[config.mk]
export PLATFORM = sky130hd
export DESIGN_NAME = seg7_scan_driver
export DESIGN_NICKNAME = d
export VERILOG_FILES = /design/src/rtl/seg7_pkg.sv /design/src/rtl/seg7_scan_driver_glyph_decode.sv /design/src/rtl/seg7_scan_driver.sv
export SDC_FILE = /design/constraint.sdc
export NUM_CORES = 1
export LEC_CHECK = 0
export ABC_AREA = 1
export BUFFER_PORTS_ARGS = -buffer_cell sky130_fd_sc_hd__buf_4
export CAP_MARGIN = 20
export CORE_MARGIN = 3
export CORE_UTILIZATION = 59
export DETAILED_ROUTE_END_ITERATION = 8
export HOLD_SLACK_MARGIN = 0.06
export PLACE_DENSITY = 0.87
export SLEW_MARGIN = 10
export SYNTH_ARGS = -nofsm -noshare
export SYNTH_HDL_FRONTEND = slang
export SYNTH_SLANG_ARGS = --single-unit
[constraint.sdc]
create_clock -name clk -period 2.35 [get_ports clk]
set_input_delay 0.235 -clock clk [delete_from_list [all_inputs] [get_ports clk]]
set_output_delay 0.235 -clock clk [all_outputs]
set_load 0.005 [all_outputs]
[src/rtl/seg7_pkg.sv]
// Shared types, glyph constants and the glyph-to-segment decode for the 7-segment scan driver.
package seg7_pkg;

    typedef logic [4:0] glyph_t;

    localparam glyph_t     GLYPH_DASH  = 5'd16;
    localparam glyph_t     GLYPH_DASH2 = 5'd17;
    localparam glyph_t     GLYPH_BLANK = 5'd31;
    localparam logic [7:0] SEG_OFF     = 8'hFF;

    // Active-low {g,f,e,d,c,b,a}; unknown codes go dark rather than all-on.
    function automatic logic [6:0] seg7_decode(input glyph_t g);
        logic [6:0] seg;
        case (g)
            5'd0:        seg = 7'b1000000;
            5'd1:        seg = 7'b1111001;
            5'd2:        seg = 7'b0100100;
            5'd3:        seg = 7'b0110000;
            5'd4:        seg = 7'b0011001;
            5'd5:        seg = 7'b0010010;
            5'd6:        seg = 7'b0000010;
            5'd7:        seg = 7'b1111000;
            5'd8:        seg = 7'b0000000;
            5'd9:        seg = 7'b0010000;
            5'd10:       seg = 7'b0001000;
            5'd11:       seg = 7'b0000011;
            5'd12:       seg = 7'b1000110;
            5'd13:       seg = 7'b0100001;
            5'd14:       seg = 7'b0000110;
            5'd15:       seg = 7'b0001110;
            GLYPH_DASH:  seg = 7'b0111111;
            GLYPH_DASH2: seg = 7'b0110111;
            GLYPH_BLANK: seg = 7'b1111111;
            default:     seg = 7'b1111111;
        endcase
        return seg;
    endfunction

endpackage

[src/rtl/seg7_scan_driver_glyph_decode.sv]
// Combinational glyph -> active-low segment decoder (dp excluded).
module seg7_glyph_decode
    import seg7_pkg::*;
(
    input  logic [4:0] i_glyph,
    output logic [6:0] o_seg_c
);

    assign o_seg_c = seg7_decode(glyph_t'(i_glyph));

endmodule

[src/rtl/seg7_scan_driver.sv]
// Time-multiplexed common-anode 7-segment scan driver with frame-boundary double buffering.
// Optional per-digit blinking is enabled by defining SEG7_BLINK_EN.
module seg7_scan_driver
    import seg7_pkg::*;
#(
    parameter int unsigned NUM_DIGITS  = 4,
    parameter int unsigned REFRESH_DIV = 100000,
    parameter int unsigned GUARD_CYC   = 2
`ifdef SEG7_BLINK_EN
    ,
    parameter int unsigned BLINK_DIV   = 25
`endif
)(
    input  logic                      clk,
    input  logic                      rst_n,
    input  logic [5*NUM_DIGITS-1:0]   digits_i,
    input  logic [NUM_DIGITS-1:0]     dp_i,
    input  logic [NUM_DIGITS-1:0]     blank_i,
`ifdef SEG7_BLINK_EN
    input  logic [NUM_DIGITS-1:0]     blink_i,
`endif
    input  logic                      load_i,
    output logic                      pending_o,
    output logic                      frame_o,
    output logic [NUM_DIGITS-1:0]     anode_o,
    output logic [7:0]                cathode_o
);

    localparam int unsigned CNT_W = $clog2(REFRESH_DIV);
    localparam int unsigned IDX_W = $clog2(NUM_DIGITS);
    localparam logic [CNT_W-1:0] CNT_LAST = CNT_W'(REFRESH_DIV - 1);
    localparam logic [CNT_W-1:0] CNT_LIT  = CNT_W'(GUARD_CYC);
    localparam logic [IDX_W-1:0] IDX_LAST = IDX_W'(NUM_DIGITS - 1);

    logic [CNT_W-1:0]               r_cnt;
    logic [IDX_W-1:0]               r_idx;
    logic                           r_frame;
    logic                           r_pending;
    logic [NUM_DIGITS-1:0]          r_anode;
    logic [7:0]                     r_cathode;
    glyph_t [NUM_DIGITS-1:0]        r_sh_dig,   r_act_dig;
    logic [NUM_DIGITS-1:0]          r_sh_dp,    r_act_dp;
    logic [NUM_DIGITS-1:0]          r_sh_blank, r_act_blank;

    glyph_t [NUM_DIGITS-1:0]        w_dig_in;
    logic                           w_slot_end;
    logic                           w_wrap;
    logic                           w_take_in;
    logic                           w_take_sh;
    logic                           w_dark;
    logic                           w_lit;
    logic [6:0]                     w_seg;
    logic [NUM_DIGITS-1:0]          w_anode;
    logic [7:0]                     w_cathode;

    assign w_dig_in   = digits_i;
    assign w_slot_end = (r_cnt == CNT_LAST);
    assign w_wrap     = w_slot_end && (r_idx == IDX_LAST);
    // A load on the wrap cycle goes straight to the active bank.
    assign w_take_in  = w_wrap && load_i;
    assign w_take_sh  = w_wrap && !load_i && r_pending;

`ifdef SEG7_BLINK_EN
    localparam int unsigned BLK_W = (BLINK_DIV > 1) ? $clog2(BLINK_DIV) : 1;
    localparam logic [BLK_W-1:0] BLK_LAST = BLK_W'(BLINK_DIV - 1);

    logic                  r_phase;
    logic [BLK_W-1:0]      r_blk_cnt;
    logic [NUM_DIGITS-1:0] r_sh_blink, r_act_blink;

    // Blink phase and blink-enable banks, buffered exactly like dp.
    always_ff @(posedge clk or negedge rst_n) begin
        if (!rst_n) begin
            r_phase     <= 1'b1;
            r_blk_cnt   <= '0;
            r_sh_blink  <= '0;
            r_act_blink <= '0;
        end else begin
            if (w_slot_end) begin
                if (r_blk_cnt == BLK_LAST) begin
                    r_blk_cnt <= '0;
                    r_phase   <= ~r_phase;
                end else begin
                    r_blk_cnt <= r_blk_cnt + BLK_W'(1);
                end
            end
            if (load_i)         r_sh_blink  <= blink_i;
            if (w_take_in)      r_act_blink <= blink_i;
            else if (w_take_sh) r_act_blink <= r_sh_blink;
        end
    end

    assign w_dark = r_act_blank[r_idx] | (r_act_blink[r_idx] & ~r_phase);
`else
    assign w_dark = r_act_blank[r_idx];
`endif

    assign w_lit = (r_cnt >= CNT_LIT) && !w_dark;

    seg7_glyph_decode u_decode (
        .i_glyph (r_act_dig[r_idx]),
        .o_seg_c (w_seg)
    );

    always_comb begin
        w_anode   = '1;
        w_cathode = SEG_OFF;
        if (w_lit) begin
            w_anode[r_idx] = 1'b0;
            w_cathode      = {~r_act_dp[r_idx], w_seg};
        end
    end

    // Prescaler, scan index, buffer banks and registered outputs.
    always_ff @(posedge clk or negedge rst_n) begin
        if (!rst_n) begin
            r_cnt       <= '0;
            r_idx       <= '0;
            r_frame     <= 1'b0;
            r_pending   <= 1'b0;
            r_anode     <= '1;
            r_cathode   <= SEG_OFF;
            r_sh_dig    <= {NUM_DIGITS{GLYPH_BLANK}};
            r_act_dig   <= {NUM_DIGITS{GLYPH_BLANK}};
            r_sh_dp     <= '0;
            r_act_dp    <= '0;
            r_sh_blank  <= '1;
            r_act_blank <= '1;
        end else begin
            r_anode   <= w_anode;
            r_cathode <= w_cathode;
            r_frame   <= w_wrap;
            if (w_slot_end) begin
                r_cnt <= '0;
                r_idx <= (r_idx == IDX_LAST) ? '0 : r_idx + IDX_W'(1);
            end else begin
                r_cnt <= r_cnt + CNT_W'(1);
            end
            if (load_i) begin
                r_sh_dig   <= w_dig_in;
                r_sh_dp    <= dp_i;
                r_sh_blank <= blank_i;
            end
            if (w_take_in) begin
                r_act_dig   <= w_dig_in;
                r_act_dp    <= dp_i;
                r_act_blank <= blank_i;
                r_pending   <= 1'b0;
            end else if (w_take_sh) begin
                r_act_dig   <= r_sh_dig;
                r_act_dp    <= r_sh_dp;
                r_act_blank <= r_sh_blank;
                r_pending   <= 1'b0;
            end else if (load_i) begin
                r_pending   <= 1'b1;
            end
        end
    end

    assign pending_o = r_pending;
    assign frame_o   = r_frame;
    assign anode_o   = r_anode;
    assign cathode_o = r_cathode;

endmodule
==> results of run 1 <==
-- synth_stat cells, types with 2 or more instances --
master	count	area, µm²
nand2_1	211	792
inv_1	86	323
dfstp_2	60	1580
nand3_1	49	245
o21ai_0	42	210
nor2_1	41	154
dfrtp_1	29	726
nand4_1	16	100
a21oi_1	12	60.1
ha_1	12	150
nor3_1	9	45.0
buf_2	8	40.0
clkbuf_1	8	30.0
inv_2	5	18.8
a21oi_2	4	35.0
buf_4	4	30.0
nand2_2	4	25.0
nor2_4	3	33.8
buf_1	2	7.51
xor2_1	2	17.5
-- state kept, by name (all words and copies together) (netlist names) --
name and count:
anode_o 4, cathode_o 8, frame_o 1, pending_o 1
r_act_blank 4, r_act_dig 20, r_act_dp 4, r_cnt 17
r_idx 2, r_sh_blank 4, r_sh_dig 20, r_sh_dp 4
-- layer usage --
layer,vias to the layer above,wire [µm],global-route usage
li1,2000,-,-
met1,1882,4510,0.313
met2,111,5110,0.413
met3,24,456,0.0331
met4,0,235,0.116
met5,-,0,0
-- path summary, 6_finish.rpt --
kind	slack [ps]	to	start
max	290	r_act_dig[14]	r_cnt[1]
min	90	r_sh_dig[15]	digits_i[15]
max reg2reg	290	r_act_dig[14]	r_cnt[1]
min reg2reg	470	r_act_dig[17]	r_act_dig[17]
max in group asynchronous	1280	r_act_dig[10]	rst_n
min in group asynchronous	380	r_cnt[11]	rst_n
-- timing repair --
action | in CTS | in global routing
hold endpoints to repair | 14 | 0
resized for setup | 0 | 0
hold buffers | 1 | 0
-- report_power, final --
group / switching [mW] / internal (mW)
sequential: 0.0159 / 1.60
combinational: 0.110 / 0.0685
clock: 0.537 / 0.546
total: 0.663 / 2.22
-- logic make-up after synthesis --
family | count (synthesis) | synth area share
AND/OR/NAND/NOR | 339 | 0.307
XOR/XNOR | 2 | 0.00371
buffers and inverters | 114 | 0.0974
flip-flops | 89 | 0.487
AO/OA/AOI/OAI | 62 | 0.0728
adder cells (fa/ha/maj) | 12 | 0.0318
-- cell type report --
type | instances | area [µm²] | share of cell area
Clock buffer | 14 | 195 | 0.0364
Multi-Input combinational cell | 415 | 1960 | 0.366
Timing Repair Buffer | 53 | 413 | 0.0770
Tap cell | 102 | 128 | 0.0238
Sequential cell | 89 | 2300 | 0.430
Clock inverter | 2 | 16.3 | 0.00304
Inverter | 91 | 342 | 0.0637
-- worst register-to-register path, delay by kind of cell, from the launching register on --
| kind | cells | cell delay (ps) |
|---|---|---|
| AND/OR/NAND/NOR | 6 | 610 |
| buffers and inverters | 3 | 750 |
| flip-flops | 1 | 430 |
| adder cells (fa/ha/maj) | 1 | 210 |
-- cells in the final DEF, fill, tap and decap left out, types with 2 or more instances in the layout --
cell,n
buf_4,51
a21oi_1,12
nand2_2,4
nand2_1,211
nand4_1,16
nand3_1,49
nor3_1,9
inv_2,5
nor2_4,3
ha_1,12
dfstp_2,60
a21oi_2,4
clkbuf_16,2
nor2_1,41
clkbuf_8,10
dfrtp_1,29
o21ai_0,42
clkbuf_1,2
inv_1,86
xor2_1,2
-- per-stage QoR --
| stage | hold slack (ps) | cell area [µm²] | setup WS [ps] | util | total power [mW] |
|---|---|---|---|---|---|
| 6_report | 89.9 | 5360 | 293 | 0.690 | 2.88 |
| 5_1_grt | 81.7 | 5360 | 126 | 0.690 | 3.00 |
| 4_1_cts | 75.7 | 5360 | 325 | 0.690 | 2.90 |
| 3_5_place_dp | 240 | 5140 | 348 | 0.661 | 1.82 |
| 3_3_place_gp | 236 | 5140 | 474 | 0.661 | 1.82 |
| 2_1_floorplan | -60.6 | 4730 | 539 | - | 1.72 |
==> results.ini, run 1 <==
[clock_network]
worstSkewPairLatency_ps=360
cts_tree=yes
cts_root_buf=clkbuf_8
clk_pin_slew_worst_paths_ps=90
cts_made_buffers=9
cts_max_path_buffers=2
htreeDepth=3
clkSinkCount=89
postCtsSetupRepairBufs=0

[worst_setup_path]
cp.depth=10
crit_fanout=17
cpMostUsedCell=nand2_2
r2r_cells=10
crit_type=reg -> reg
cp_top_family=buffers and inverters
crit_chain=ha_1 -> nand2_2 -> inv_2 -> nand2_2 -> nor2_4 -> nand4_2 -> inv_1 -> buf_4 -> nand2_1 -> nand3_1
cp.required_ps=2650
slowest_stage=inv_1
start_kind=register
arrival_ps=2350
crit_path_max_incr_delay_ps=440
cp_num_buf_inv=3
end_kind=register

[global_route]
grt_pass1_vias=3915
grt_pass1_wl_um=17400
grt_overflow=0
grt_antenna_before_repair=0
gr-usage-all-layers=0.245
grt_max_degree=50

[placed_design]
post-dp-hpwl_um=7500
io_buffers=44
dp.cells=749
gp_congestion=0.892

[sta]
tns_ps=0
post-route-period-util=0.875
rsz0062_at_grt=no
skew_ps=11.9
worst_slew_pin_slew_ps=565
fin_crit_ps=2060
setup_viol=0
slew_headroom=0.623
report.final.slew_viol_count=0
fmax_ghz=0.486
finalHoldViolations=0

[hold_path]
hp-class=in -> reg
hold_depth=3

[drt]
vias=4017
vias_per_cell=5.24
drc=0
antenna_left=0
drt_iter0_markers=188
wl_um=10300
drt_first_pass_iters=7
routedWlPerCell_um=13.5

[floorplan]
die-area_um2=9120
ios=45
die_w_um=95.5
coreArea_um2=7770
dieHeight_um=95.5
rows=32
initial_core_util=0.608

[yosys]
yosys_most_used_dff=dfstp_2
synth-edff-count=0
yosysUniqueCellTypes=31
syn-cell-area_um2=4730
ys_warn_count=0
synthArstFlopShare=1.00
syn_avg_cell_area_um2=7.65
yosysSeqAreaShare=0.487
synth_nets=661
synth-seq-cells=89
synthCells=618

[layout]
synthToLayoutAreaGrowth_pct=13.4
nets=702
layout.cells.non_filler=766
drive_above_1_share=0.220
nFillCells=644
n_antenna_cell=0

[run_status]
outcome=completed

[power_and_ir_drop]
power_density_nw_per_um2=538
ir_worst_vdd_uv=306
leakagePower_nw=2.71

[job]
max_cap_viol_count=0

No activity file was read; power rests on OpenSTA's default activity.
==> run 2: changes to the inputs <==
--- a/config.mk
+++ b/config.mk
@@ -6,13 +6,15 @@
 export NUM_CORES = 1
 export LEC_CHECK = 0
 export ABC_AREA = 1
+export ABC_CLOCK_PERIOD_IN_PS = 2350
 export BUFFER_PORTS_ARGS = -buffer_cell sky130_fd_sc_hd__buf_4
 export CAP_MARGIN = 20
 export CORE_MARGIN = 3
-export CORE_UTILIZATION = 59
+export CORE_UTILIZATION = 60
+export CTS_BUF_LIST = sky130_fd_sc_hd__clkbuf_8
 export DETAILED_ROUTE_END_ITERATION = 8
 export HOLD_SLACK_MARGIN = 0.06
-export PLACE_DENSITY = 0.87
+export PLACE_DENSITY = 0.89
 export SLEW_MARGIN = 10
 export SYNTH_ARGS = -nofsm -noshare
 export SYNTH_HDL_FRONTEND = slang
==> results.ini, run 2 (synthesis gave the netlist of run 1 again) <==
[floorplan]
die_w_um=94.8  ; -0.78%
ios=45  ; unchanged
die-area_um2=8980  ; -1.6%
initial_core_util=0.635  ; +0.0262
coreArea_um2=7450  ; -4.1%
rows=31  ; -3.1%
dieHeight_um=94.8  ; -0.78%

[placed_design]
post-dp-hpwl_um=7450  ; -0.71%
gp_congestion=0.926  ; +3.8%
io_buffers=44  ; unchanged
dp.cells=747  ; -0.27%

[sta]
skew_ps=10.9  ; -1.03 ps
holdWs_ps=76.5  ; -13.5 ps
slew_headroom=0.655  ; +0.0319
tns_ps=0  ; unchanged
worst_slew_pin_slew_ps=518  ; -47.2 ps
finalHoldViolations=0  ; unchanged
report.final.slew_viol_count=0  ; unchanged
post-route-period-util=0.877  ; +0.00129
fmax_ghz=0.485  ; -0.15%
rsz0062_at_grt=no
fin_crit_ps=2060  ; +3.02 ps
setup_viol=0  ; unchanged

[layout]
drive_above_1_share=0.224  ; +0.00418
n_antenna_cell=0  ; unchanged
layout.cells.non_filler=764  ; -0.26%
final_common_cell=nand2_1
final_cell_mix=nand2_1 (211), inv_1 (86), dfstp_2 (60)
nFillCells=590  ; -8.4%
regArea_um2=2300  ; unchanged
nets=703  ; +0.14%
top_regs=r_act_dig: 20 flops, r_sh_dig: 20 flops, r_cnt: 17 flops
multi_input_area_um2=1960  ; unchanged
synthToLayoutAreaGrowth_pct=13.8

[drt]
antenna_left=0  ; unchanged
drc=0  ; unchanged
drt_iter0_markers=268  ; +43%
vias=4069  ; +1.3%
routedWlPerCell_um=13.4  ; -0.26%
wl_um=10300  ; -0.52%
vias_per_cell=5.33  ; +1.6%
drt_first_pass_iters=6  ; -1

[clock_network]
cts_max_path_buffers=2  ; unchanged
cts_made_buffers=9  ; unchanged
cts_tree=yes
postCtsSetupRepairBufs=0  ; unchanged
clk_pin_slew_worst_paths_ps=100  ; about the same
htreeDepth=3  ; unchanged
cts_root_buf=clkbuf_8
worstSkewPairLatency_ps=370  ; about the same
cts.repair.resized=0  ; unchanged
cts_hold_buffers=1  ; unchanged
clkSinkCount=89  ; unchanged

[power_and_ir_drop]
share_seq_of_total_power=0.552  ; -0.010
power_density_nw_per_um2=545  ; +1.4%
internal-power_mw=2.20  ; -0.81%
switching_share=0.250  ; +0.0196
ir_worst_vdd_uv=464  ; +52%
leakagePower_nw=2.73  ; +0.59%
p_total_mw=2.93  ; +1.8%
p_clk_frac=0.387  ; +0.011
power_frac_comb=0.061  ; about the same
p_sw_uw=732  ; +10%

[worst_setup_path]
slowest_stage=dfrtp_1
crit_path_max_incr_delay_ps=510  ; +70 ps
cp.required_ps=2640  ; about the same
crit_type=reg -> reg
crit_chain=inv_2 -> nand2_1 -> nand3_1 -> nand2_1 -> inv_1 -> ha_1 -> inv_1 -> nor2_1 -> inv_1 -> a21oi_1 -> nand2_1
start_kind=register
arrival_ps=2350  ; about the same
end_kind=register
crit_fanout=16  ; -1

[global_route]
gr-usage-all-layers=0.250  ; +0.00514
grt_pass1_wl_um=17600  ; +1.3%
grt_antenna_before_repair=0  ; unchanged
grt_pass1_vias=3919  ; +0.10%
grt_max_degree=50  ; unchanged
grt_overflow=0  ; unchanged

[hold_path]
hp-class=in -> reg

[run_status]
outcome=completed

[job]
max_cap_viol_count=0  ; unchanged

run 2: changes by cell type in the layout (fill, tap and decap cells not counted):
cell / before / now
clkbuf_1: 2 / 0
clkinvlp_4: 1 / 0
inv_6: 0 / 1
bufinv_16: 0 / 1
inv_8: 0 / 4
clkbuf_16: 2 / 0
buf_12: 1 / 2
clkbuf_8: 10 / 9
run 2: final cells by class:
type                    instances  share of cell area
flip-flops and latches         89               0.428
multi-input cells             415               0.365
repair buffers                 54              0.0805
inverters                      91              0.0635
clock buffers                   9              0.0230
well taps                      99              0.0230
clock inverters                 7              0.0172
run 2: per-layer routing:
layer | vias to the layer above | track usage | share of wire
li1 | 2007 | - | -
met4 | 0 | 0.0962 | 0.025
met1 | 1889 | 0.318 | 0.43
met5 | - | 0 | 0
met3 | 25 | 0.0566 | 0.057
met2 | 148 | 0.417 | 0.49
run 2: metrics by stage:
step	setup slack [ps]	cell area, µm²	utilization
2_1_floorplan	539	4730	-
3_3_place_gp	403	5150	0.692
3_5_place_dp	361	5150	0.692
4_1_cts	324	5380	0.722
5_1_grt	77.1	5380	0.722
6_report	290	5380	0.722
run 2: critical path: cells and delay by family (launching register included):
family                   cells  cell delay (ps)
adder cells (fa/ha/maj)      1              210
AO/OA/AOI/OAI                1              130
buffers and inverters        4              570
AND/OR/NAND/NOR              5              580
flip-flops                   1              510
run 2: worst paths after layout:
check / slack [ps] / from / cells past startpoint / to
setup / recovery: 290 / r_idx[0] / 11 / cathode_o[3]
hold / removal: 80 / digits_i[6] / 3 / r_sh_dig[6]
setup reg to reg: 290 / r_idx[0] / 11 / cathode_o[3]
hold reg to reg: 470 / r_sh_dig[2] / 2 / r_sh_dig[2]
max in group asynchronous: 1290 / rst_n / 3 / r_act_dig[13]
min in group asynchronous: 380 / rst_n / 2 / r_cnt[9]
run 2: power groups by stage:
stage | Combinational, mW | Clock [mW] | Sequential, mW
floorplan | 0.0830 | 0 | 1.64
global placement | 0.175 | 0 | 1.64
finish | 0.179 | 1.13 | 1.62
CTS | 0.183 | 1.16 | 1.62
detailed placement | 0.182 | 0 | 1.65
global route | 0.210 | 1.23 | 1.62
